**config.mk**
```make
export PLATFORM = sky130hd
export DESIGN_NAME = if_stage
export DESIGN_NICKNAME = d
export VERILOG_FILES = /design/src/rtl/pipeline_pkg.sv /design/src/rtl/mux32_4_1.sv /design/src/rtl/if_stage.sv
export SDC_FILE = /design/constraint.sdc
export NUM_CORES = 1
export LEC_CHECK = 0
export BUFFER_PORTS_ARGS = -buffer_cell sky130_fd_sc_hd__buf_4
export CAP_MARGIN = 20
export CORE_MARGIN = 2
export CORE_UTILIZATION = 30
export CTS_BUF_LIST = sky130_fd_sc_hd__clkbuf_8
export CTS_CLUSTER_SIZE = 8
export DETAILED_ROUTE_END_ITERATION = 7
export PLACE_DENSITY = 0.51
export SLEW_MARGIN = 10
export SYNTH_ARGS = -nofsm -noshare
export SYNTH_HDL_FRONTEND = slang
export SYNTH_HIERARCHICAL = 1
export SYNTH_SLANG_ARGS = --single-unit
```
**constraint.sdc**
```tcl
create_clock -name clk -period 3.4 [get_ports clk]
set_input_delay 0 -clock clk [delete_from_list [all_inputs] [get_ports clk]]
set_output_delay 0 -clock clk [all_outputs]
set_load 0.02 [all_outputs]
```
**src/rtl/pipeline_pkg.sv**
```systemverilog
// Shared definitions for the pipeline stages.
//   PCSRC_*  : next-PC source codes driven by ID on pcsource
//   NOP_INST : instruction word presented to ID when the IF/ID slot is empty
//   if_state_e : instruction-fetch FSM encoding (FETCH=0, HOLD=1)
//   pc_plus4 : sequential successor of a PC, 32-bit modulo
package pipeline_pkg;

  localparam logic [1:0] PCSRC_SEQ = 2'b00;
  localparam logic [1:0] PCSRC_BR  = 2'b01;
  localparam logic [1:0] PCSRC_JR  = 2'b10;
  localparam logic [1:0] PCSRC_J   = 2'b11;

  localparam logic [31:0] NOP_INST = 32'h0000_0000;

  typedef enum logic {
    FETCH = 1'b0,
    HOLD  = 1'b1
  } if_state_e;

  function automatic logic [31:0] pc_plus4(input logic [31:0] p);
    return p + 32'd4;
  endfunction

endpackage

```
**src/rtl/mux32_4_1.sv**
```systemverilog
// Four-input word multiplexer.
//   a0..a3 : data inputs, selected by sel = 00..11
//   sel    : select
//   y      : selected word
module mux32_4_1 #(
  parameter int DATA_W = 32
) (
  input  logic [DATA_W-1:0] a0,
  input  logic [DATA_W-1:0] a1,
  input  logic [DATA_W-1:0] a2,
  input  logic [DATA_W-1:0] a3,
  input  logic [1:0]        sel,
  output logic [DATA_W-1:0] y
);

  always_comb begin
    y = a0;
    case (sel)
      2'b00:   y = a0;
      2'b01:   y = a1;
      2'b10:   y = a2;
      default: y = a3;
    endcase
  end

endmodule

```
**src/rtl/if_stage.sv**
```systemverilog
// Instruction-fetch stage. Owns the PC, issues fetches to instruction memory
// with a req/ready handshake and holds the IF/ID register feeding decode.
//   clk, rst               : clock, synchronous active-high reset
//   stall                  : ID does not consume the IF/ID register this cycle
//   pcsource, bpc, jpc, ra : next-PC selection from ID (00 seq, 01 bpc, 10 ra, 11 jpc)
//   imem_req, imem_addr    : fetch request and address (address = pc, stable while req)
//   imem_rdata, imem_ready : returned word and one-cycle completion strobe
//   pc                     : current fetch PC
//   id_inst, id_pc4, id_valid : IF/ID register (id_inst reads as nop when empty)
module if_stage
  import pipeline_pkg::*;
#(
  parameter logic [31:0] PC_RESET = 32'h0000_0000
) (
  input  logic        clk,
  input  logic        rst,
  input  logic        stall,
  input  logic [1:0]  pcsource,
  input  logic [31:0] bpc,
  input  logic [31:0] jpc,
  input  logic [31:0] ra,
  output logic        imem_req,
  output logic [31:0] imem_addr,
  input  logic [31:0] imem_rdata,
  input  logic        imem_ready,
  output logic [31:0] pc,
  output logic [31:0] id_inst,
  output logic [31:0] id_pc4,
  output logic        id_valid
);

  if_state_e   state_q, state_d;
  logic [31:0] pc_q;
  logic [31:0] pc4;
  logic [31:0] target;
  logic [31:0] next_pc;
  logic [1:0]  tgt_sel;
  logic        redir_pend_q;
  logic [31:0] redir_tgt_q;
  logic [31:0] hold_inst_q;
  logic        take, redir, free;
  logic        capture, from_hold, hold_load, req_c;

  logic [31:0] inst_p1;
  logic [31:0] pc4_p1;
  logic        vld_p1;

  assign take  = vld_p1 & ~stall;
  assign redir = take & (pcsource != PCSRC_SEQ);
  assign free  = ~vld_p1 | take;
  assign pc4   = pc_plus4(pc_q);

  // pcsource only counts when ID actually consumes; otherwise the mux
  // falls back to the sequential input.
  assign tgt_sel = take ? pcsource : PCSRC_SEQ;

  mux32_4_1 #(.DATA_W(32)) u_tgt_mux (
    .a0  (pc4),
    .a1  (bpc),
    .a2  (ra),
    .a3  (jpc),
    .sel (tgt_sel),
    .y   (target)
  );

  // A redirect seen now wins; a redirect seen earlier (while the delay
  // slot was still in flight) is applied at the next capture.
  assign next_pc = redir        ? target      :
                   redir_pend_q ? redir_tgt_q : pc4;

  always_comb begin
    state_d   = state_q;
    capture   = 1'b0;
    from_hold = 1'b0;
    hold_load = 1'b0;
    req_c     = 1'b0;
    case (state_q)
      FETCH: begin
        req_c = 1'b1;
        if (imem_ready && free) begin
          capture = 1'b1;
        end else if (imem_ready) begin
          hold_load = 1'b1;
          state_d   = HOLD;
        end
      end
      HOLD: begin
        if (take) begin
          capture   = 1'b1;
          from_hold = 1'b1;
          state_d   = FETCH;
        end
      end
      default: state_d = FETCH;
    endcase
  end

  always_ff @(posedge clk) begin
    if (rst) begin
      state_q      <= FETCH;
      pc_q         <= PC_RESET;
      vld_p1       <= 1'b0;
      pc4_p1       <= 32'h0;
      redir_pend_q <= 1'b0;
      redir_tgt_q  <= 32'h0;
      hold_inst_q  <= 32'h0;
    end else begin
      state_q <= state_d;
      if (hold_load) begin
        hold_inst_q <= imem_rdata;
      end
      if (capture) begin
        pc_q         <= next_pc;
        vld_p1       <= 1'b1;
        pc4_p1       <= pc4;
        redir_pend_q <= 1'b0;
      end else begin
        if (take) begin
          vld_p1 <= 1'b0;
        end
        if (redir) begin
          redir_pend_q <= 1'b1;
          redir_tgt_q  <= target;
        end
      end
    end
  end

  // ---- IF -> ID boundary: instruction word, qualified by vld_p1 ----
  always_ff @(posedge clk) begin
    if (capture) begin
      inst_p1 <= from_hold ? hold_inst_q : imem_rdata;
    end
  end

  assign imem_req  = req_c & ~rst;
  assign imem_addr = pc_q;
  assign pc        = pc_q;
  assign id_inst   = vld_p1 ? inst_p1 : NOP_INST;
  assign id_pc4    = pc4_p1;
  assign id_valid  = vld_p1;

endmodule
```
After elaboration in Yosys (flattened, before gate mapping)
Cells that the tools add are included.
{"block": "classes", "n_addsub": 1, "n_eq_ne": 2, "mux": 18, "bitwise_logic": 9, "reduce_logical": 6}
{"cell": "32-bit two-way mux", "count": 4}
{"cell": "32-bit one-hot mux with 3 select lines", "count": 1}
{"cell": "32-bit by 3-bit adder with 32-bit output, second input constant", "count": 1}
{"cell": "1-bit two-way mux", "count": 10}
{"cell": "1-bit NOT", "count": 5}
{"cell": "1-bit one-hot mux with 2 select lines", "count": 2}
{"cell": "2-bit nonzero test", "count": 2}
{"cell": "1-bit bitwise AND", "count": 3}
{"cell": "2-bit by 1-bit == test with 1-bit output, second input constant", "count": 1}
{"cell": "2-bit == test, second input constant", "count": 1}
{"cell": "2-bit logical NOT", "count": 1}
{"cell": "2-bit two-way mux", "count": 1}
{"cell": "2-bit AND reduction", "count": 1}
{"cell": "2-bit OR reduction", "count": 1}
{"cell": "1-bit logical AND", "count": 1}
{"cell": "1-bit OR", "count": 1}
{"block": "word_totals", "regBits": 163, "in_bits": 134, "elab_cells": 44}

Longest topological paths before layout
{"block": "depth", "ltp_word": 8, "depth_mapped": 12}

Cells and area by module
The synthesis kept the hierarchy.
{"module": "if_stage", "instances": 1, "cells_each": 926, "area_per_inst_um2": 8044.0, "seq_area_each_um2": 3583.4}
{"module": "mux32_4_1", "instances": 1, "cells_each": 39, "area_per_inst_um2": 814.5, "seq_area_each_um2": 0.0}

Worst setup path after synthesis
OpenSTA, ideal clock, no wires.
{"block": "synth_path", "path_type": "register to register", "startpoint": "reg vld_p1 (netlist: id_valid)", "endpoint": "reg inst_p1[0], enable pin", "setup_time_ns": 0.409, "arrival_time_ns": 2.361, "t_required_ns": 2.991, "path_slack_ns": 0.630, "stages_incl_launch_ff": 7, "period_less_slack_ns": 2.770, "path_cell_list": "dfxtp_1 -> buf_2 -> mux2i_1 -> o21ai_2 -> inv_2 -> buf_2 -> buf_1"}
{"block": "synth_between", "elab_chain_len": 5, "word_cells_on_any_way": 7, "classes_between": "mux: 3; bitwise: 3; reduce/logical: 1"}
{"element": "start, declared", "line": "if_stage.sv:46", "rtl": "logic vld_p1;"}
{"element": "start signal, assigned", "line": "if_stage.sv:102", "rtl": "vld_p1 <= 1'b0;"}
{"element": "start signal, assigned", "line": "if_stage.sv:114", "rtl": "vld_p1 <= 1'b1;"}
{"element": "start signal, assigned", "line": "if_stage.sv:119", "rtl": "vld_p1 <= 1'b0;"}
{"element": "1-bit bitwise AND / 1-bit NOT (equally long branches)", "line": "if_stage.sv:48, if_stage.sv:50"}
{"element": "1-bit OR", "line": "if_stage.sv:50", "rtl": "assign free = ~vld_p1 | take;"}
{"element": "1-bit logical AND", "line": "if_stage.sv:80", "rtl": "if (imem_ready && free) begin"}
{"element": "1-bit two-way mux", "line": "if_stage.sv:80"}
{"element": "1-bit one-hot mux with 2 select lines *", "line": "if_stage.sv:77", "rtl": "case (state_q)"}
{"element": "via capture", "line": "if_stage.sv:42", "rtl": "logic capture, from_hold, hold_load, req_c;"}
{"element": "end signal, assigned", "line": "if_stage.sv:132", "rtl": "inst_p1 <= from_hold ? hold_inst_q : imem_rdata;"}
{"element": "end, declared", "line": "if_stage.sv:44", "rtl": "logic [31:0] inst_p1;"}
Mark *: on every way through the listed nets, which the timed path passes. The rest lies on a longest branch.
A chain may end at the register's enable or synchronous reset.

Worst setup path after layout
{"block": "layout_path", "startpoint": "reg pc_q[4] (netlist: imem_addr[4])", "endpoint": "reg redir_tgt_q[16]"}
{"block": "layout_between", "elab_chain_len": 2}
{"element": "start, declared", "line": "if_stage.sv:33", "rtl": "logic [31:0] pc_q;"}
{"element": "start signal, assigned", "line": "if_stage.sv:113", "rtl": "pc_q <= next_pc;"}
{"element": "32-bit by 3-bit adder with 32-bit output", "line": "pipeline_pkg.sv:21", "rtl": "return p + 32'd4;"}
{"element": "via pc4[16]", "line": "if_stage.sv:34", "rtl": "logic [31:0] pc4;"}
{"element": "32-bit one-hot mux with 3 select lines", "line": "mux32_4_1.sv:18", "rtl": "case (sel)"}
{"element": "via target[16]", "line": "if_stage.sv:35", "rtl": "logic [31:0] target;"}
{"element": "end signal, assigned", "line": "if_stage.sv:123", "rtl": "redir_tgt_q <= target;"}
{"element": "end, declared", "line": "if_stage.sv:39", "rtl": "logic [31:0] redir_tgt_q;"}
The timed path passes the listed nets, and every way through them passes these cells.

==> impl_metrics.yaml <==
route:
  wl_met3_um: 1620
  wl_met1_um: 13700
  wire_per_inst_um: 18.6
  drtIter0Drc: 481
  vias: 7921
  met2_length_um: 14000
  drc: 0
  dr.max_layer_used: "met4"
  dr.pass1.iters: 5
  postRouteAntennaNets: 0
  routed_wl_um: 29700
  drt-vias-per-instance: 4.95
clocking:
  cts-root-buf: "clkbuf_8"
  cts_buffer_depth: 2
  cts_buffers: 17
  cts_tree: "done"
  htreeDepth: 4
  clock_sinks: 163
  clk_pin_slew_ns: 0.10
  clock_latency_ns: 0.47
timing:
  period_share: 0.915
  worst_pin_slew_ns: 0.828
  period_minus_slack_ns: 3.11
  rsz0062_at_grt: "no"
  slew_headroom: 0.448
  setup_tns_ns: 0
  skew_ns: 0.0159
  hold_viol_final: 0
  drv_slew: 0
  setup_viol: 0
  hold_slack_ns: 0.0198
  timing.fmax_mhz: 321
grt:
  grt_util_all_layers: 0.189
  grt_max_degree: 92
  grt.overflow.total: 0
  grt_pass1_vias: 7735
  grt_pass1_wl_um: 45600
  antenna_found_initial: 0
synth:
  synth_area_mm2: 0.00886
  synth-compound-area-share: 0.132
  ys_seq_area_frac: 0.405
  yosys.area_share.simple: 0.203
  syn_inst: 965
  synthesis.nets: 1100
  synth_mux_area_frac: 0.155
  ys_types: 65
  synth.area.top_cells: "dfxtp_1 (30%), edfxtp_1 (11%), mux4_2 (7.6%)"
  yosysWarnings: 6
  synth_edf_count: 32
  netlist.area_leader.share: 0.296
  synthXorXnorAreaFrac: 0.0285
  syn_avg_cell_area_um2: 9.18
  synth_fa_ha_area_frac: 0.00141
  yosysTopAreaCell: "dfxtp_1"
  synthArstFlopShare: 0
  synth_seq_cells: 163
  synthFlopType: "dfxtp_1"
  synth_top_family_by_area: "simple AND/OR/NAND/NOR gates"
finish:
  nFillCells: 2949
  fin_nets: 1338
  diodes: 0
  area_delta_synth_final_pct: 32.7
  layout-drive-gt1-share: 0.334
pwr:
  powerDensity_mw_per_mm2: 408
  power.total_mw: 4.79
  peakVddDrop_mv: 0.237
  seq_power_share: 0.453
  swShare: 0.312
  p_int_mw: 3.30
  switching_power_mw: 1.49
  power_frac_comb: 0.223
  cellLeakagePower_nw: 4.65
  clockPowerShare: 0.324
die:
  die-width_um: 176
  die_h_um: 176
  rows: 62
  die_area_mm2: 0.0309
  start_util: 0.307
  io_pins: 264
  core_area_mm2: 0.0289
worst_setup_path:
  criticalPathCategory: "register to register"
  crit_arrival_ns: 3.45
  critPathLaunchType: "register"
  crit_required_ns: 3.74
  crit_fanout: 9
  slowest_stage: "dlygate4sd3_1"
  worstSetupEndpointType: "register"
  cpPeakStageDelay_ns: 0.57
  crit_chain: "and4_1 > nand3_1 > or2_2 > xnor2_1 > mux4_2 > dlygate4sd3_1 > mux2i_1 > nor2_1"
run:
  drv_cap: 0
worst_hold_path:
  hold_class: "primary input to register"
placement:
  place.gp.congestion: 0.783
  port_buffers: 263
  dp_hpwl_um: 20100
run_status:
  outcome: "complete, no violations"
## layer usage
metal	vias to the layer above	GRT usage
met5	-	0
met4	0	0.0451
met3	21	0.0390
met2	248	0.312
met1	3789	0.255
li1	3863	-
## cells in the mapped netlist, drive strengths merged, types with 2 or more instances
library cell	count
or2	4
a221oi	2
and3	7
xnor2	22
nand2	129
nor3	21
mux2	32
inv	14
dfxtp	131
nor2	96
nand3	34
a41oi	4
a21o	2
buf	62
o21ai	34
o32ai	6
and4	5
a31oi	9
xor2	6
mux2i	28
a21oi	77
or3	6
nand4	13
o21a	19
o211ai	8
or4	2
o31a	3
edfxtp	32
a211oi	11
nor4	6
mux4	32
a2111oi	2
o311a	3
clkbuf	48
and2	38
nand2b	6
## power by group through the flow
stage / Sequential (mW) / Combinational, mW / Clock (mW)
global route: 2.19 / 1.15 / 1.67
global placement: 2.21 / 1.04 / 0
detailed placement: 2.22 / 1.04 / 0
CTS: 2.17 / 1.08 / 1.59
finish: 2.17 / 1.07 / 1.55
floorplan: 2.26 / 0.539 / 0
## layout make-up
| class | instances | area [um^2] | area share |
|---|---|---|---|
| multi-input cells | 678 | 4620 | 0.393 |
| repair buffers | 329 | 2600 | 0.221 |
| flip-flops and latches | 163 | 3580 | 0.305 |
| clock inverters | 15 | 180 | 0.0153 |
| clock buffers | 17 | 234 | 0.0199 |
| well taps | 384 | 480 | 0.0409 |
| inverters | 14 | 55.1 | 0.00468 |
## through the flow
| step | util | std cells | setup WS [ns] | area (um^2) |
|---|---|---|---|---|
| 2_1_floorplan | - | 965 | 0.630 | 8860 |
| 3_3_place_gp | 0.379 | 1527 | 0.618 | 10900 |
| 3_5_place_dp | 0.379 | 1527 | 0.568 | 10900 |
| 4_1_cts | 0.407 | 1600 | 0.304 | 11800 |
| 5_1_grt | 0.407 | 1600 | 0.0777 | 11800 |
| 6_report | 0.407 | 1600 | 0.288 | 11800 |
## cells in the final DEF, fill, tap and decap left out, types with 7 or more instances in the layout
cell type / instances
xnor2_1: 21
inv_1: 14
o21a_1: 19
nor3_1: 21
nand2_1: 127
o21ai_0: 30
nor2_1: 93
dlygate4sd3_1: 41
o211ai_1: 8
nand3_1: 33
and3_1: 7
a211oi_1: 11
a21oi_1: 76
clkbuf_8: 17
a31oi_1: 9
dfxtp_1: 131
and2_1: 35
buf_4: 286
edfxtp_1: 32
mux2i_1: 28
mux4_2: 30
nand4_1: 11
mux2_2: 32
## sequential cells by signal, indices dropped and copies added (netlist names)
signal	flops
hold_inst_q	32
redir_pend_q	1
imem_addr	32
redir_tgt_q	32
inst_p1	32
state_q	1
id_valid	1
id_pc4	32
## final timing paths
kind	from	endpoint	depth (start not counted)	slack (ns)
worst min-delay path	ra[4]	redir_tgt_q[4]	4	0.02
worst max-delay path	imem_addr[4]	redir_tgt_q[16]	8	0.29
worst min register to register	hold_inst_q[10]	hold_inst_q[10]	2	0.46
worst max register to register	imem_addr[4]	redir_tgt_q[16]	8	0.29
## critical path: cells and delay by family, from the launching register on
family | cells | cell delay, ns
XOR/XNOR | 1 | 0.16
AND/OR/NAND/NOR | 4 | 1.12
buffers and inverters | 1 | 0.57
multiplexers | 2 | 0.61
flip-flops | 1 | 0.53
## kinds of logic (layout without fill, tap and decap cells)
logic type | Yosys count | count (layout)
mux | 92 | 92
xor+xnor | 28 | 28
compound gates | 187 | 187
buf+inv | 124 | 375
simple gates | 370 | 370
flops | 163 | 163
fa+ha+maj | 1 | 1
## repair_timing
item                                   in CTS  in global routing
buffers inserted                            0                  0
hold buffers                               41                  0
endpoints found under the hold margin      69                  0
resized for setup                           0                  0
Power figures use the tool's default switching activity.
